File: src/rtl/spi_pkg.sv
// rtl/spi_pkg.sv - shared state type, SPI mode constants and default sizes
package spi_pkg;

  typedef enum logic [1:0] {
    ST_IDLE     = 2'd0,
    ST_SETUP    = 2'd1,
    ST_TRANSFER = 2'd2,
    ST_HOLD     = 2'd3
  } state_e;

  // {cpol, cpha}
  localparam logic [1:0] MODE0 = 2'b00;
  localparam logic [1:0] MODE1 = 2'b01;
  localparam logic [1:0] MODE2 = 2'b10;
  localparam logic [1:0] MODE3 = 2'b11;

  localparam int DEF_DATA_W = 8;
  localparam int DEF_NUM_CS = 4;
  localparam int DEF_DIV_W  = 8;

  function automatic int cs_width(input int num_cs);
    return (num_cs > 1) ? $clog2(num_cs) : 1;
  endfunction

endpackage

File: src/rtl/spi_master_cs_if.sv
// rtl/spi_master_cs_if.sv - request/config and serial bus signals of the SPI master
interface spi_master_cs_if
  import spi_pkg::*;
#(
  parameter int DATA_W = DEF_DATA_W,
  parameter int NUM_CS = DEF_NUM_CS,
  parameter int DIV_W  = DEF_DIV_W
);
  localparam int CS_W = cs_width(NUM_CS);

  logic              start;
  logic [DATA_W-1:0] data_in;
  logic [CS_W-1:0]   cs_sel;
  logic              cpol;
  logic              cpha;
  logic              lsb_first;
  logic [DIV_W-1:0]  clk_div;
  logic              miso;
  logic              mosi;
  logic              sck;
  logic [NUM_CS-1:0] cs_n;
  logic [DATA_W-1:0] data_out;
  logic              busy;
  logic              new_data;

  modport master (
    input  start, data_in, cs_sel, cpol, cpha, lsb_first, clk_div, miso,
    output mosi, sck, cs_n, data_out, busy, new_data
  );

  modport slave (
    output start, data_in, cs_sel, cpol, cpha, lsb_first, clk_div, miso,
    input  mosi, sck, cs_n, data_out, busy, new_data
  );

endinterface

File: src/rtl/spi_sck_gen.sv
// rtl/spi_sck_gen.sv - half-period counter and SCK edge strobes
module spi_sck_gen #(
  parameter int DATA_W = 8,
  parameter int DIV_W  = 8
) (
  input  logic             clk,
  input  logic             rst_n,
  input  logic             run_i,
  input  logic             xfer_i,
  input  logic [DIV_W-1:0] div_i,
  output logic             tick_o,
  output logic             lead_edge_o,
  output logic             trail_edge_o,
  output logic             last_edge_o
);
  localparam int EW = $clog2(2 * DATA_W);

  logic [DIV_W-1:0] cnt_q, cnt_d;
  logic [EW-1:0]    edge_q, edge_d;

  // Wrapping at div_i rather than counting to div_i+1 keeps all-ones legal.
  assign tick_o       = run_i && (cnt_q == div_i);
  assign lead_edge_o  = tick_o && xfer_i && !edge_q[0];
  assign trail_edge_o = tick_o && xfer_i && edge_q[0];
  assign last_edge_o  = (edge_q == EW'(2 * DATA_W - 1));

  always_comb begin
    cnt_d  = cnt_q;
    edge_d = edge_q;
    if (!run_i || tick_o) cnt_d = '0;
    else                  cnt_d = cnt_q + 1'b1;
    if (!xfer_i)     edge_d = '0;
    else if (tick_o) edge_d = edge_q + 1'b1;
  end

  always_ff @(posedge clk) begin
    if (!rst_n) begin
      cnt_q  <= '0;
      edge_q <= '0;
    end else begin
      cnt_q  <= cnt_d;
      edge_q <= edge_d;
    end
  end

endmodule

File: src/rtl/spi_master_cs.sv
// rtl/spi_master_cs.sv - single-word SPI master with runtime mode, bit order, divider and chip select
module spi_master_cs
  import spi_pkg::*;
#(
  parameter int DATA_W = DEF_DATA_W,
  parameter int NUM_CS = DEF_NUM_CS,
  parameter int DIV_W  = DEF_DIV_W
) (
  input logic             clk,
  input logic             rst_n,
  spi_master_cs_if.master bus
);
  localparam int CS_W = cs_width(NUM_CS);

  state_e            state_q, state_d;
  logic              cpol_q, cpha_q, lsb_q;
  logic [DIV_W-1:0]  div_q;
  logic [CS_W-1:0]   sel_q, sel_d;
  logic [DATA_W-1:0] tx_q, rx_q, data_out_q;
  logic [NUM_CS-1:0] cs_n_q, cs_n_d;
  logic              mosi_q, sck_q, new_data_q;
  logic              accept, done, run, xfer;
  logic              tick, lead, trail, last, drive, sample;

  function automatic logic head(input logic [DATA_W-1:0] w, input logic lsb);
    return lsb ? w[0] : w[DATA_W-1];
  endfunction

  function automatic logic [DATA_W-1:0] advance(input logic [DATA_W-1:0] w, input logic lsb);
    return lsb ? (w >> 1) : (w << 1);
  endfunction

  assign run  = (state_q != ST_IDLE);
  assign xfer = (state_q == ST_TRANSFER);

  spi_sck_gen #(.DATA_W(DATA_W), .DIV_W(DIV_W)) u_sck_gen (
    .clk          (clk),
    .rst_n        (rst_n),
    .run_i        (run),
    .xfer_i       (xfer),
    .div_i        (div_q),
    .tick_o       (tick),
    .lead_edge_o  (lead),
    .trail_edge_o (trail),
    .last_edge_o  (last)
  );

  // cpha=0 pre-loads the first bit at accept, so the final trailing edge must not shift.
  assign drive  = cpha_q ? lead : (trail && !last);
  assign sample = cpha_q ? trail : lead;

  always_comb begin
    state_d = state_q;
    accept  = 1'b0;
    done    = 1'b0;
    sel_d   = sel_q;
    cs_n_d  = '1;
    case (state_q)
      ST_IDLE: begin
        if (bus.start) begin
          state_d = ST_SETUP;
          accept  = 1'b1;
          sel_d   = bus.cs_sel;
        end
      end
      ST_SETUP:    if (tick) state_d = ST_TRANSFER;
      ST_TRANSFER: if (tick && last) state_d = ST_HOLD;
      ST_HOLD: begin
        if (tick) begin
          state_d = ST_IDLE;
          done    = 1'b1;
        end
      end
      default: state_d = ST_IDLE;
    endcase
    if (state_d != ST_IDLE) begin
      for (int i = 0; i < NUM_CS; i++) begin
        if (sel_d == CS_W'(i)) cs_n_d[i] = 1'b0;
      end
    end
  end

  always_ff @(posedge clk) begin
    if (!rst_n) begin
      state_q    <= ST_IDLE;
      cpol_q     <= 1'b0;
      cpha_q     <= 1'b0;
      lsb_q      <= 1'b0;
      div_q      <= '0;
      sel_q      <= '0;
      tx_q       <= '0;
      rx_q       <= '0;
      data_out_q <= '0;
      cs_n_q     <= '1;
      mosi_q     <= 1'b0;
      sck_q      <= 1'b0;
      new_data_q <= 1'b0;
    end else begin
      state_q    <= state_d;
      sel_q      <= sel_d;
      cs_n_q     <= cs_n_d;
      new_data_q <= done;
      if (done) data_out_q <= rx_q;

      if (accept) begin
        cpol_q <= bus.cpol;
        cpha_q <= bus.cpha;
        lsb_q  <= bus.lsb_first;
        div_q  <= bus.clk_div;
        rx_q   <= '0;
        if (bus.cpha) begin
          tx_q <= bus.data_in;
        end else begin
          mosi_q <= head(bus.data_in, bus.lsb_first);
          tx_q   <= advance(bus.data_in, bus.lsb_first);
        end
      end else if (drive) begin
        mosi_q <= head(tx_q, lsb_q);
        tx_q   <= advance(tx_q, lsb_q);
      end

      if (sample) rx_q <= lsb_q ? {bus.miso, rx_q[DATA_W-1:1]} : {rx_q[DATA_W-2:0], bus.miso};

      if (state_q == ST_IDLE)  sck_q <= bus.cpol;
      else if (lead || trail)  sck_q <= ~sck_q;
    end
  end

  assign bus.mosi     = mosi_q;
  assign bus.sck      = sck_q;
  assign bus.cs_n     = cs_n_q;
  assign bus.data_out = data_out_q;
  assign bus.busy     = run;
  assign bus.new_data = new_data_q;

endmodule

File: src/flat_wrapper.sv
// flat-port wrapper written by rule: the top's interface ports become plain ports
module spi_master_cs_flat import spi_pkg::*;
#(
  parameter int DATA_W = DEF_DATA_W,
  parameter int NUM_CS = DEF_NUM_CS,
  parameter int DIV_W  = DEF_DIV_W
)
  (clk, rst_n, bus_start, bus_data_in, bus_cs_sel, bus_cpol, bus_cpha, bus_lsb_first, bus_clk_div, bus_miso, bus_mosi, bus_sck, bus_cs_n, bus_data_out, bus_busy, bus_new_data);
  spi_master_cs_if #(.DATA_W(DATA_W), .NUM_CS(NUM_CS), .DIV_W(DIV_W)) bus_i ();
  input logic clk;
  input logic rst_n;
  input wire logic [$bits(bus_i.start)-1:0] bus_start;
  input wire logic [$bits(bus_i.data_in)-1:0] bus_data_in;
  input wire logic [$bits(bus_i.cs_sel)-1:0] bus_cs_sel;
  input wire logic [$bits(bus_i.cpol)-1:0] bus_cpol;
  input wire logic [$bits(bus_i.cpha)-1:0] bus_cpha;
  input wire logic [$bits(bus_i.lsb_first)-1:0] bus_lsb_first;
  input wire logic [$bits(bus_i.clk_div)-1:0] bus_clk_div;
  input wire logic [$bits(bus_i.miso)-1:0] bus_miso;
  output wire logic [$bits(bus_i.mosi)-1:0] bus_mosi;
  output wire logic [$bits(bus_i.sck)-1:0] bus_sck;
  output wire logic [$bits(bus_i.cs_n)-1:0] bus_cs_n;
  output wire logic [$bits(bus_i.data_out)-1:0] bus_data_out;
  output wire logic [$bits(bus_i.busy)-1:0] bus_busy;
  output wire logic [$bits(bus_i.new_data)-1:0] bus_new_data;
  assign bus_i.start = bus_start;
  assign bus_i.data_in = bus_data_in;
  assign bus_i.cs_sel = bus_cs_sel;
  assign bus_i.cpol = bus_cpol;
  assign bus_i.cpha = bus_cpha;
  assign bus_i.lsb_first = bus_lsb_first;
  assign bus_i.clk_div = bus_clk_div;
  assign bus_i.miso = bus_miso;
  assign bus_mosi = bus_i.mosi;
  assign bus_sck = bus_i.sck;
  assign bus_cs_n = bus_i.cs_n;
  assign bus_data_out = bus_i.data_out;
  assign bus_busy = bus_i.busy;
  assign bus_new_data = bus_i.new_data;
  spi_master_cs #(.DATA_W(DATA_W), .NUM_CS(NUM_CS), .DIV_W(DIV_W)) u_core (.clk(clk), .rst_n(rst_n), .bus(bus_i));
endmodule
File: config.mk
export PLATFORM = sky130hd
export DESIGN_NAME = spi_master_cs_flat
export DESIGN_NICKNAME = d
export VERILOG_FILES = /design/src/rtl/spi_pkg.sv /design/src/rtl/spi_master_cs_if.sv /design/src/rtl/spi_sck_gen.sv /design/src/rtl/spi_master_cs.sv /design/src/flat_wrapper.sv
export SDC_FILE = /design/constraint.sdc
export NUM_CORES = 1
export LEC_CHECK = 0
export BUFFER_PORTS_ARGS = -buffer_cell sky130_fd_sc_hd__buf_2
export CORE_MARGIN = 2
export CORE_UTILIZATION = 56
export DETAILED_ROUTE_END_ITERATION = 16
export MAX_ROUTING_LAYER = met4
export PLACE_DENSITY = 0.79
export SYNTH_ARGS = -nofsm -noshare
export SYNTH_HDL_FRONTEND = slang
export SYNTH_HIERARCHICAL = 1
export SYNTH_SLANG_ARGS = --single-unit
export TNS_END_PERCENT = 30
File: constraint.sdc
create_clock -name clk -period 3.4 [get_ports clk]
set_input_delay 0.51 -clock clk [delete_from_list [all_inputs] [get_ports clk]]
set_output_delay 0.51 -clock clk [all_outputs]
set_load 0.01 [all_outputs]
* Word level (Yosys, flattened, before mapping)
Index checks and enable logic that the tools add are counted.
Word-level totals: register bits 57, latch bits 0, bits in writable memories 0, ROM bits 0, output and inout bits 16, logic and storage cells 81, memories 0
Operators by class: add/subtract/negate cells 2, $mul 0, divide/modulo/power cells 0, magnitude comparators 0, equality and inequality tests 9, shifts and indexed selects 0, muxes and demuxes 32, bitwise operators 2, reduce and logical (&&, ||, !) cells 22
Operators by type and width (count):
- 2-to-1 mux 8 bit | 8
- 2-to-1 mux 1 bit | 17
- 2-to-1 mux 2 bit | 6
- nonzero test 2 bit | 5
- adder 8 x 1 -> 8 bit, second input constant | 1
- equality test 2 bit, second input constant | 4
- equality test 8 bit | 1
- one-hot mux 2 bit (4 select lines) | 1
- logical AND 1 bit | 6
- AND reduction 2 bit | 3
- adder 4 x 1 -> 4 bit, second input constant | 1
- equality test 2 x 1 -> 1 bit, second input constant | 2
- equality test 4 bit, second input constant | 1
- logical NOT 2 bit | 2
- logical NOT 1 bit | 3
- logical OR 1 bit | 2
- != test 2 bit, second input constant | 1
- NOT 1 bit | 2
- OR reduction 2 bit | 1

* Depth between registers and ports, before layout
Gate-level depths: netlist of the first run.
depth in word-level cells 8, depth in mapped cells 10

* Modules after synthesis
Netlist of the first run, hierarchy kept.
Modules (own cells, without submodules):
- spi_master_cs | times used 1, cells each 225, area an instance 2069.5 µm²
- spi_sck_gen | times used 1, cells each 71, area an instance 656.9 µm²

* Worst setup path after synthesis of the first run
Ideal clock, no wire load.
kind register to register, from register u_core.state_q[1], to register u_core.tx_q[7], arrival time 2387 ps, required time 3309 ps, path slack 922 ps, stages on the path, launching flop included 11, path buffers 2, clock period less this slack 2478 ps, cell sequence dfxtp_1 -> buf_2 -> nor2_1 -> inv_1 -> inv_1 -> nor3_1 -> and3_1 -> or3b_1 -> buf_6 -> a211o_1 -> a311oi_1
Between the ends: cells in the longest elaborated chain, start to end 7
RTL lines:
- start: declaration | line spi_master_cs.sv:15 | state_e state_q, state_d;
- start signal: assignment | line spi_master_cs.sv:99 | state_q <= state_d;
- nonzero test 2 bit | line spi_master_cs.sv:33 | assign run = (state_q != ST_IDLE);
- via bus_busy | line flat_wrapper.sv:24 | output wire logic [$bits(bus_i.busy)-1:0] bus_busy;
- logical AND 1 bit | line spi_sck_gen.sv:22 | assign tick_o = run_i && (cnt_q == div_i);
- via u_core.tick | line spi_master_cs.sv:23 | logic tick, lead, trail, last, drive, sample;
- logical AND 1 bit (2 in series) | line spi_sck_gen.sv:24 | assign trail_edge_o = tick_o && xfer_i && edge_q[0];
- via u_core.trail | line spi_master_cs.sv:23
- logical AND 1 bit | line spi_master_cs.sv:49 | assign drive = cpha_q ? lead : (trail && !last);
- 2-to-1 mux 1 bit | line spi_master_cs.sv:49
- nonzero test 2 bit (no line)
- end signal: assignment | line spi_master_cs.sv:112 | tx_q <= bus.data_in;
- end signal: assignment | line spi_master_cs.sv:115 | tx_q <= advance(bus.data_in, bus.lsb_first);
- end signal: assignment | line spi_master_cs.sv:119 | tx_q <= advance(tx_q, lsb_q);
- end: declaration | line spi_master_cs.sv:19 | logic [DATA_W-1:0] tx_q, rx_q, data_out_q;
The timed path passes the listed nets, and every way through them passes these cells. A chain may end at the register's enable or synchronous reset.

* Worst setup path after layout of the first run
from register u_core.state_q[0], to register u_core.tx_q[7]
Between the ends: cells in the longest elaborated chain, start to end 7
RTL lines (line):
- nonzero test 2 bit | spi_master_cs.sv:33
- logical AND 1 bit | spi_sck_gen.sv:22
- via u_core.tick | spi_master_cs.sv:23
- logical AND 1 bit (2 in series) | spi_sck_gen.sv:24
- via u_core.trail | spi_master_cs.sv:23
- logical AND 1 bit | spi_master_cs.sv:49
- 2-to-1 mux 1 bit | spi_master_cs.sv:49
- nonzero test 2 bit (no line)
The timed path passes the listed nets, and every way through them passes these cells.

==> metrics.csv, run 1 <==
stage,metric,value,unit
die,ios,41,
place,portBuffers,40,
logic_synthesis,synth_top_family_by_area,simple AND/OR/NAND/NOR gates,
sta,min_period_over_period,85.1,%
die,die_height,73.8,um
sta,final_hold_viol_count,0,
logic_synthesis,synth_enable_flop_cells,0,
routing,viasPerCell,5.63,
routing,drtIter0Drc,127,
sta,post-route-min-period,2.89,ns
grt,busiest_layer,met2,
sta,finClkSkew,0.00612,ns
logic_synthesis,yosysUniqueCellTypes,45,
job,cap_viol_max_count,0,
logic_synthesis,synthAdderAreaFrac,0.918,%
worst_setup_path,worstPathRequired,3.64,ns
clock_network,htreeDepth,3,
clock_network,cts_resized,0,
logic_synthesis,syn_area_per_cell,9.21,sq um
logic_synthesis,synth_area,0.00273,sq mm
sta,drv_slew,0,
finish,syn_to_final_growth,15.3,%
die,die_w,73.8,um
grt,met3_usage,6.17,%
finish,fillers,402,
place,hpwlAfterDp,4120,um
logic_synthesis,synth_compound_area_share,15.2,%
finish,final_common_cell,dfxtp_1,
routing,drc,0,
finish,ff_latch_area,0.00114,sq mm
logic_synthesis,synth_flop_cell,dfxtp_1,
logic_synthesis,synth_mux_area_share,9.13,%
power,peakVddDrop,0.348,mV
clock_network,cts_sinks,57,
grt,grt_use_total,23.0,%
grt,use_met2,36.2,%
grt,gr-total-overflow,0,
worst_setup_path,endpoint_kind,register,
routing,dr.pass1.iters,4,
clock_network,cts-buffers-inserted,9,
sta,setup_tns,0,ns
worst_setup_path,start_kind,register,
outcome,status,"finished, final reports clean",
finish,nNetsFinal,360,
logic_synthesis,yosys.area_share.simple,23.5,%
clock_network,clockRootBuffer,clkbuf_8,
hold_path,hold_path.class,input port to register,
clock_network,post_cts_buffers,0,
logic_synthesis,ys_warn_count,6,
routing,vias,2274,
die,die_area,0.00544,sq mm
sta,worst_slew_pin_slew,1.00,ns
finish,drive_gt1_share,24.0,%
grt,antenna_found_initial,0,
sta,final-setup-viol-count,0,
sta,rsz0062_at_grt,false,
logic_synthesis,ys_async_sr_fraction,0,%
grt,grt_pass1_wl,9220,um
die,core.rowCount,25,
clock_network,cts_hold_buf,0,
sta,clock.fmax,0.346,GHz
place,gp_congestion,0.921,
worst_setup_path,critPathArrivalTime,3.14,ns
routing,wirelength,5850,um
logic_synthesis,synth_seq_area_share,41.9,%
sta,slew_headroom,33.1,%
routing,wl_per_cell,14.5,um
clock_network,clkTransAtPathRegs,0.06,ns
die,start_util,57.7,%
power,power_leakage,1.20,nW
worst_setup_path,crit_fanout,10,
logic_synthesis,synth_xor_area_share,5.37,%
grt,grt_start_max_net_pins,26,
worst_setup_path,critPathKind,register to register,
logic_synthesis,synth-seq-cells,57,
finish,num_antenna_cells,0,
power,powerDensity,486,mW/mm^2
clock_network,clkLatencyLatePin,0.33,ns
routing,postRouteAntennaNets,0,
logic_synthesis,syn_inst,296,
grt,grt_pass1_vias,2016,
clock_network,cts_tree,built,
finish,multi_input_area,0.00148,sq mm
grt,grtUsageMet1,28.5,%
finish,final_util,66.6,%
finish,final_cell_mix,"dfxtp_1 (57), buf_2 (40), nand2_1 (30), a21oi_1 (25), nand3_1 (19)",
clock_network,cts_buffer_depth,2,
die,core-area,0.00472,sq mm
logic_synthesis,synth_nets,323,
==> synthesized netlist by cell type, types with 2 or more instances <==
master    number  share of area (%)
a22o_1         9                2.9
nand4_2        2               0.92
o31ai_1        3               0.83
buf_2          5               0.92
nand2_1       30                4.1
nand4_1        5                1.1
a21oi_1       25                4.6
and3_1         3               0.69
nand3b_1       2               0.55
clkbuf_1      10                1.4
ha_1           2               0.92
inv_1          5               0.69
a221oi_1      10                3.2
xnor2_1        8                2.6
buf_6          2               0.83
nor2b_1        8                1.8
dfxtp_1       57                 42
nor2_1        15                2.1
xnor2_2        2                1.2
o21ai_0        3               0.55
nor3b_1        7                1.9
nand3_1       19                3.5
or4_1          2               0.55
or2_2          8                1.8
o32ai_1        7                2.2
mux2_2         7                2.9
xor2_1         5                1.6
nor3b_2        2               0.92
mux2i_1       17                6.2
==> worst max-delay path, stage by stage, from the launching register on <==
cell and delay [ns]:
dfxtp_1 0.47, nor2_1 0.11, inv_1 0.22, inv_1 0.09, nor3_1 0.53, and3_1 0.31
or3b_1 0.53, a211o_1 0.31, a311oi_1 0.24
==> registers in the layout, summed over array words and instances, names as in the netlist <==
| name | cells |
|---|---|
| u_core/rx_q | 8 |
| u_core/u_sck_gen/edge_q | 4 |
| u_core/u_sck_gen/cnt_q | 8 |
| u_core/bus.data_out | 8 |
| u_core/lsb_q | 1 |
| u_core/sel_q | 2 |
| u_core/bus.mosi | 1 |
| u_core/bus.new_data | 1 |
| u_core/cpha_q | 1 |
| u_core/div_q | 8 |
| u_core/bus.sck | 1 |
| u_core/bus.cs_n | 4 |
| u_core/state_q | 2 |
| u_core/tx_q | 8 |
==> layout make-up <==
type                    count  area share, %
multi-input cells         216           47.0
repair buffers             43           7.08
inverters                   6          0.716
clock buffers              13           5.05
clock inverters             2           1.19
flip-flops and latches     57           36.3
well taps                  67           2.67
==> power breakdown <==
part / switching (W) / internal (W)
clock network: 0.000252 / 0.000375
registers: 0.0000280 / 0.000694
logic: 0.000103 / 0.0000761
total: 0.000383 / 0.00115
==> metrics by stage <==
| stage | worst slack (ns) | power, W | cells | hold WS (ns) | instance area, sq um |
|---|---|---|---|---|---|
| 2_1_floorplan | 0.922 | 0.000861 | 296 | 0.436 | 2730 |
| 3_3_place_gp | 0.738 | 0.000908 | 389 | 0.455 | 2950 |
| 3_5_place_dp | 0.627 | 0.000914 | 389 | 0.459 | 2950 |
| 4_1_cts | 0.578 | 0.00154 | 404 | 0.402 | 3140 |
| 5_1_grt | 0.338 | 0.00159 | 404 | 0.420 | 3140 |
| 6_report | 0.506 | 0.00153 | 404 | 0.421 | 3140 |
==> metal layers <==
| layer | share of wire [%] | vias up |
|---|---|---|
| met4 | 0.58 | 0 |
| met5 | 0 | - |
| met1 | 47 | 1060 |
| met3 | 4.3 | 5 |
| met2 | 48 | 52 |
| li1 | - | 1157 |
==> cell families after synthesis <==
family | after synthesis
compound gates | 60
fa+ha+maj | 2
flops | 57
mux | 24
xor+xnor | 15
buf+inv | 23
simple gates | 115
==> worst paths after layout <==
path / startpoint / end / slack, ns / cells after the start
worst max-delay path: u_core/state_q[0] / u_core/tx_q[7] / 0.51 / 8
worst min-delay path: bus_clk_div[3] / u_core/div_q[3] / 0.42 / 3
worst max register to register: u_core/state_q[0] / u_core/tx_q[7] / 0.51 / 8
worst min register to register: u_core/u_sck_gen/cnt_q[0] / u_core/u_sck_gen/cnt_q[0] / 0.47 / 1
(Power assumes the default switching activity.)
==> run 2: changes to the inputs <==
- clock period: 3.4 -> 2.9 ns (I/O delays scaled with it)
==> run 2 against run 1 <==
  * Register-to-register slack got worse by 0.18 ns
  * Clock skew barely moved
  * Cell area fell by 0.40%
  * Via count rose by 2.6%
  * Die area did not move
  * Hold slack got worse by 0.084 ns
  * Count of clock-buffer cells in the layout did not move
  * Wire length rose by 2.8%
==> metrics.csv, run 2 (synthesized netlist as in run 1, its figures left out) <==
stage,metric,value,unit
outcome,status,"finished, final reports clean",
die,start_util,57.7,%
worst_setup_path,endpoint_kind,register,
power,power_switching,0.000460,W
clock_network,cts-buffers-inserted,9,
place,hpwlAfterDp,4060,um
die,core-area,0.00472,sq mm
grt,grt_use_total,23.9,%
routing,drtIter0Drc,115,
sta,post-route-min-period,2.57,ns
grt,antenna_found_initial,0,
sta,final_hold_viol_count,0,
power,internal_power,0.00128,W
finish,final_common_cell,dfxtp_1,
clock_network,clkLatencyLatePin,0.33,ns
finish,nNetsFinal,360,
place,preCtsSetupSlack,0.361,ns
power,p_comb_share,12.3,%
sta,drv_slew,0,
power,power_leakage,1.20,nW
power,p_seq_share,48.7,%
sta,slew_headroom,28.2,%
grt,gr-total-overflow,0,
routing,wirelength,6010,um
grt,grt_pass1_wl,9490,um
routing,viasPerCell,5.77,
routing,wl_per_cell,14.9,um
grt,grt_pass1_vias,2046,
worst_setup_path,worstPathRequired,3.16,ns
sta,setup_tns,0,ns
sta,worst_slew_pin_slew,1.05,ns
sta,fin_hold_ws,0.336,ns
place,gp_congestion,0.876,
clock_network,cts_buffer_depth,2,
finish,num_antenna_cells,0,
power,p_sw_share,26.5,%
worst_setup_path,start_kind,register,
clock_network,cts_hold_buf,0,
clock_network,post_cts_buffers,0,
power,powerDensity,555,mW/mm^2
worst_setup_path,crit_fanout,16,
clock_network,cts_tree,built,
routing,postRouteAntennaNets,0,
sta,clock.fmax,0.389,GHz
worst_setup_path,critPathArrivalTime,2.84,ns
sta,rsz0062_at_grt,false,
die,core.rowCount,25,
finish,drive_gt1_share,24.6,%
sta,final-setup-viol-count,0,
grt,grt_start_max_net_pins,26,
power,power.share.clock,39.0,%
clock_network,cts_resized,0,
worst_setup_path,critPathKind,register to register,
sta,min_period_over_period,88.7,%
hold_path,hold_path.class,input port to register,
sta,fin_ws,0.328,ns
clock_network,clockRootBuffer,clkbuf_8,
place,portBuffers,40,
job,cap_viol_max_count,0,
finish,syn_to_final_growth,14.9,%
sta,finClkSkew,0.00638,ns
routing,dr.pass1.iters,4,
clock_network,clkTransAtPathRegs,0.06,ns
clock_network,htreeDepth,3,
power,peakVddDrop,0.424,mV
die,die_height,73.8,um
die,die_w,73.8,um
clock_network,cts_sinks,57,
routing,drc,0,
die,die_area,0.00544,sq mm
finish,final_cell_mix,"dfxtp_1 (57), buf_2 (40), nand2_1 (29), a21oi_1 (25), nand3_1 (19)",
die,ios,41,
routing,vias,2332,
run 2: critical path: stages, from the launching register on:
cell and delay [ns]:
dfxtp_1 0.47, nor2_1 0.12, inv_1 0.23, inv_1 0.10
nor3_1 0.26, buf_4 0.18, and3b_1 0.24, mux2i_1 0.34
or2_2 0.42, a21oi_1 0.15
run 2: final timing paths:
path,from,endpoint,slack [ns],cells past startpoint
worst max-delay path,u_core/state_q[1],u_core/rx_q[4],0.33,9
worst min register to register,u_core/div_q[5],u_core/div_q[5],0.48,2
worst min-delay path,bus_clk_div[5],u_core/div_q[5],0.34,3
worst max register to register,u_core/state_q[1],u_core/rx_q[4],0.33,9
run 2: per-layer routing:
| metal | vias up | wire length, um | global-route usage [%] |
|---|---|---|---|
| li1 | 1157 | - | - |
| met1 | 1093 | 2750 | 29.8 |
| met2 | 70 | 2800 | 35.6 |
| met3 | 12 | 315 | 6.17 |
| met4 | 0 | 148 | 11.9 |
| met5 | - | 0 | - |
run 2: stage by stage:
| step | area, sq um | std cells | utilization [%] | total power [W] |
|---|---|---|---|---|
| global placement | 2950 | 389 | 62.4 | 0.00107 |
| floorplan | 2730 | 296 | - | 0.00101 |
| CTS | 3130 | 404 | 66.3 | 0.00175 |
| global route | 3130 | 404 | 66.3 | 0.00181 |
| detailed placement | 2950 | 389 | 62.4 | 0.00107 |
| finish | 3130 | 404 | 66.3 | 0.00174 |
run 2: power by group through the flow:
stage / combinational (W) / sequential [W] / clock, W
2_1_floorplan: 0.000160 / 0.000849 / 0
3_3_place_gp: 0.000207 / 0.000862 / 0
3_5_place_dp: 0.000211 / 0.000863 / 0
4_1_cts: 0.000213 / 0.000846 / 0.000690
5_1_grt: 0.000235 / 0.000851 / 0.000722
6_report: 0.000214 / 0.000847 / 0.000678
run 2: cell type report:
cell class                 instances  area [sq um]
sequential                        57          1140
clock inverter                     2          12.5
timing repair buffer              43           223
fill                             393          1590
multi-input combinational        216          1480
inverter                           6          22.5
tap                               67          83.8
clock buffer                      13           169
==> run 3: changes to the inputs <==
--- a/config.mk
+++ b/config.mk
@@ -12,4 +12,5 @@
 export MAX_ROUTING_LAYER = met4
 export PLACE_DENSITY = 0.79
+export SKIP_CTS_REPAIR_TIMING = 1
 export SYNTH_ARGS = -nofsm -noshare
 export SYNTH_HDL_FRONTEND = slang
==> constraint.sdc (replaced) <==
create_clock -name clk -period 2.9 [get_ports clk]
set_input_delay 0 -clock clk [delete_from_list [all_inputs] [get_ports clk]]
set_output_delay 0 -clock clk [all_outputs]
set_load 0.01 [all_outputs]
==> run 3 against run 2 <==
  * The flow now finishes with violations (negative hold slack)
  * Die area unchanged
  * Clock power is 2% lower
  * Highest routed layer unchanged
  * Count of clock-buffer cells in the layout rose by 1
  * Worst setup slack better by 0.0033 ns
  * Non-clock buffer count up 12
  * Largest power group unchanged
==> metrics.csv, run 3 (synthesized netlist as in run 1, its figures left out) <==
stage,metric,value,unit
finish,nNetsFinal,372,
finish,syn_to_final_growth,18.9,%
die,die_w,73.8,um
worst_setup_path,worstPathRequired,3.15,ns
sta,slew_headroom,23.4,%
grt,grt_use_total,24.6,%
clock_network,cts_sinks,57,
worst_setup_path,reg2reg_from,u_core/u_sck_gen/cnt_q[0],
routing,drc,0,
routing,viasPerCell,5.67,
hold_path,min_to,u_core/bus.cs_n[1],
sta,fin_hold_ws,-0.00597,ns
clock_network,cts_buffer_depth,2,
routing,vias,2364,
finish,final_common_cell,dfxtp_1,
place,dpl_cell_area,0.00296,sq mm
sta,setup_tns,0,ns
grt,grt_start_max_net_pins,26,
worst_setup_path,crit_start,u_core/u_sck_gen/cnt_q[0],
routing,dr.pass1.iters,4,
finish,final_cell_mix,"dfxtp_1 (57), buf_2 (40), nand2_1 (30), a21oi_1 (25), nand3_1 (19)",
hold_path,hold_path.class,input port to register,
sta,final-setup-viol-count,0,
power,peakVddDrop,0.489,mV
worst_setup_path,rr_worst_depth,8,
finish,final_util,68.6,%
worst_setup_path,critPathKind,register to register,
sta,finClkSkew,0.00768,ns
outcome,violations,negative hold slack,
sta,worst_slew_pin_slew,1.12,ns
clock_network,clkTransAtPathRegs,0.07,ns
place,portBuffers,40,
worst_setup_path,crit_fanout,18,
sta,final_hold_viol_count,1,
worst_setup_path,endpoint_kind,register,
worst_setup_path,crit_slowest_cell,a211o_1,
routing,wl_per_cell,14.9,um
die,die_area,0.00544,sq mm
die,ios,41,
sta,rsz0062_at_grt,false,
worst_setup_path,max_stage_delay,0.39,ns
sta,drv_slew,0,
clock_network,clockRootBuffer,clkbuf_8,
worst_setup_path,rr_endpoint,u_core/tx_q[7],
worst_setup_path,crit_chain,xnor2_1 -> nand4_2 -> nor3_1 -> buf_4 -> and3b_1 -> nand2_1 -> a211o_1 -> a311oi_1,
job,cap_viol_max_count,0,
sta,clock.fmax,0.389,GHz
finish,fin_area,0.00324,sq mm
sta,min_period_over_period,88.6,%
grt,gr-total-overflow,0,
power,powerDensity,536,mW/mm^2
finish,drive_gt1_share,23.4,%
outcome,status,"complete, but fails checks",
hold_path,hp-start,bus_cs_sel[1],
power,power_leakage,1.24,nW
clock_network,cts-buffers-inserted,9,
grt,grt_pass1_vias,2181,
die,core.rowCount,25,
hold_path,whs_path_depth,3,
sta,post-route-min-period,2.57,ns
worst_setup_path,critPathArrivalTime,2.82,ns
die,start_util,57.7,%
routing,wirelength,6220,um
grt,antenna_found_initial,0,
routing,postRouteAntennaNets,0,
place,gp_congestion,0.868,
worst_setup_path,start_kind,register,
finish,num_antenna_cells,0,
grt,grt_pass1_wl,9920,um
clock_network,cts_tree,built,
die,core-area,0.00472,sq mm
clock_network,clkLatencyLatePin,0.33,ns
die,die_height,73.8,um
worst_setup_path,rrSetupSlack,0.33,ns
clock_network,htreeDepth,3,
routing,drtIter0Drc,134,
place,hpwlAfterDp,4170,um
[run 3: layout make-up]
type,count,area (sq um)
clock inverters,2,12.5
multi-input cells,216,1480
well taps,67,83.8
flip-flops and latches,57,1140
fillers,374,1480
repair buffers,55,340
inverters,6,22.5
clock buffers,14,163
[run 3: power by group]
group / internal, W / switching, W
combinational: 0.000103 / 0.000125
sequential: 0.000814 / 0.0000326
clock: 0.000356 / 0.000306
total: 0.00127 / 0.000464
[run 3: per-layer routing]
layer  global-route usage (%)  part of all wire [%]
met5                        -                     0
met4                     11.1                   1.7
met3                     4.53                   5.2
met2                     40.4                    49
met1                     29.2                    44
[run 3: through the flow]
step	power, W	setup slack (ns)	std cells
floorplan	0.00101	0.422	296
global placement	0.00107	0.489	390
detailed placement	0.00108	0.362	390
CTS	0.00173	0.358	406
global route	0.00181	0.0664	417
finish	0.00174	0.331	417
[run 3: how the worst max path moves through the flow]
stage,to,slack (ns)
finish,u_core/tx_q[7],0.33
global route,u_core/tx_q[7],0.07
CTS,u_core/tx_q[7],0.36
detailed placement,u_core/tx_q[7],0.36
global placement,u_core/tx_q[7],0.49
floorplan,u_core/tx_q[7],0.42
[run 3: critical path: cells and delay by family, from the launching register on]
kind	cells	cell delay, ns
flip-flops	1	0.34
AND/OR/NAND/NOR	4	1.02
AO/OA/AOI/OAI	2	0.63
XOR/XNOR	1	0.31
buffers and inverters	1	0.18
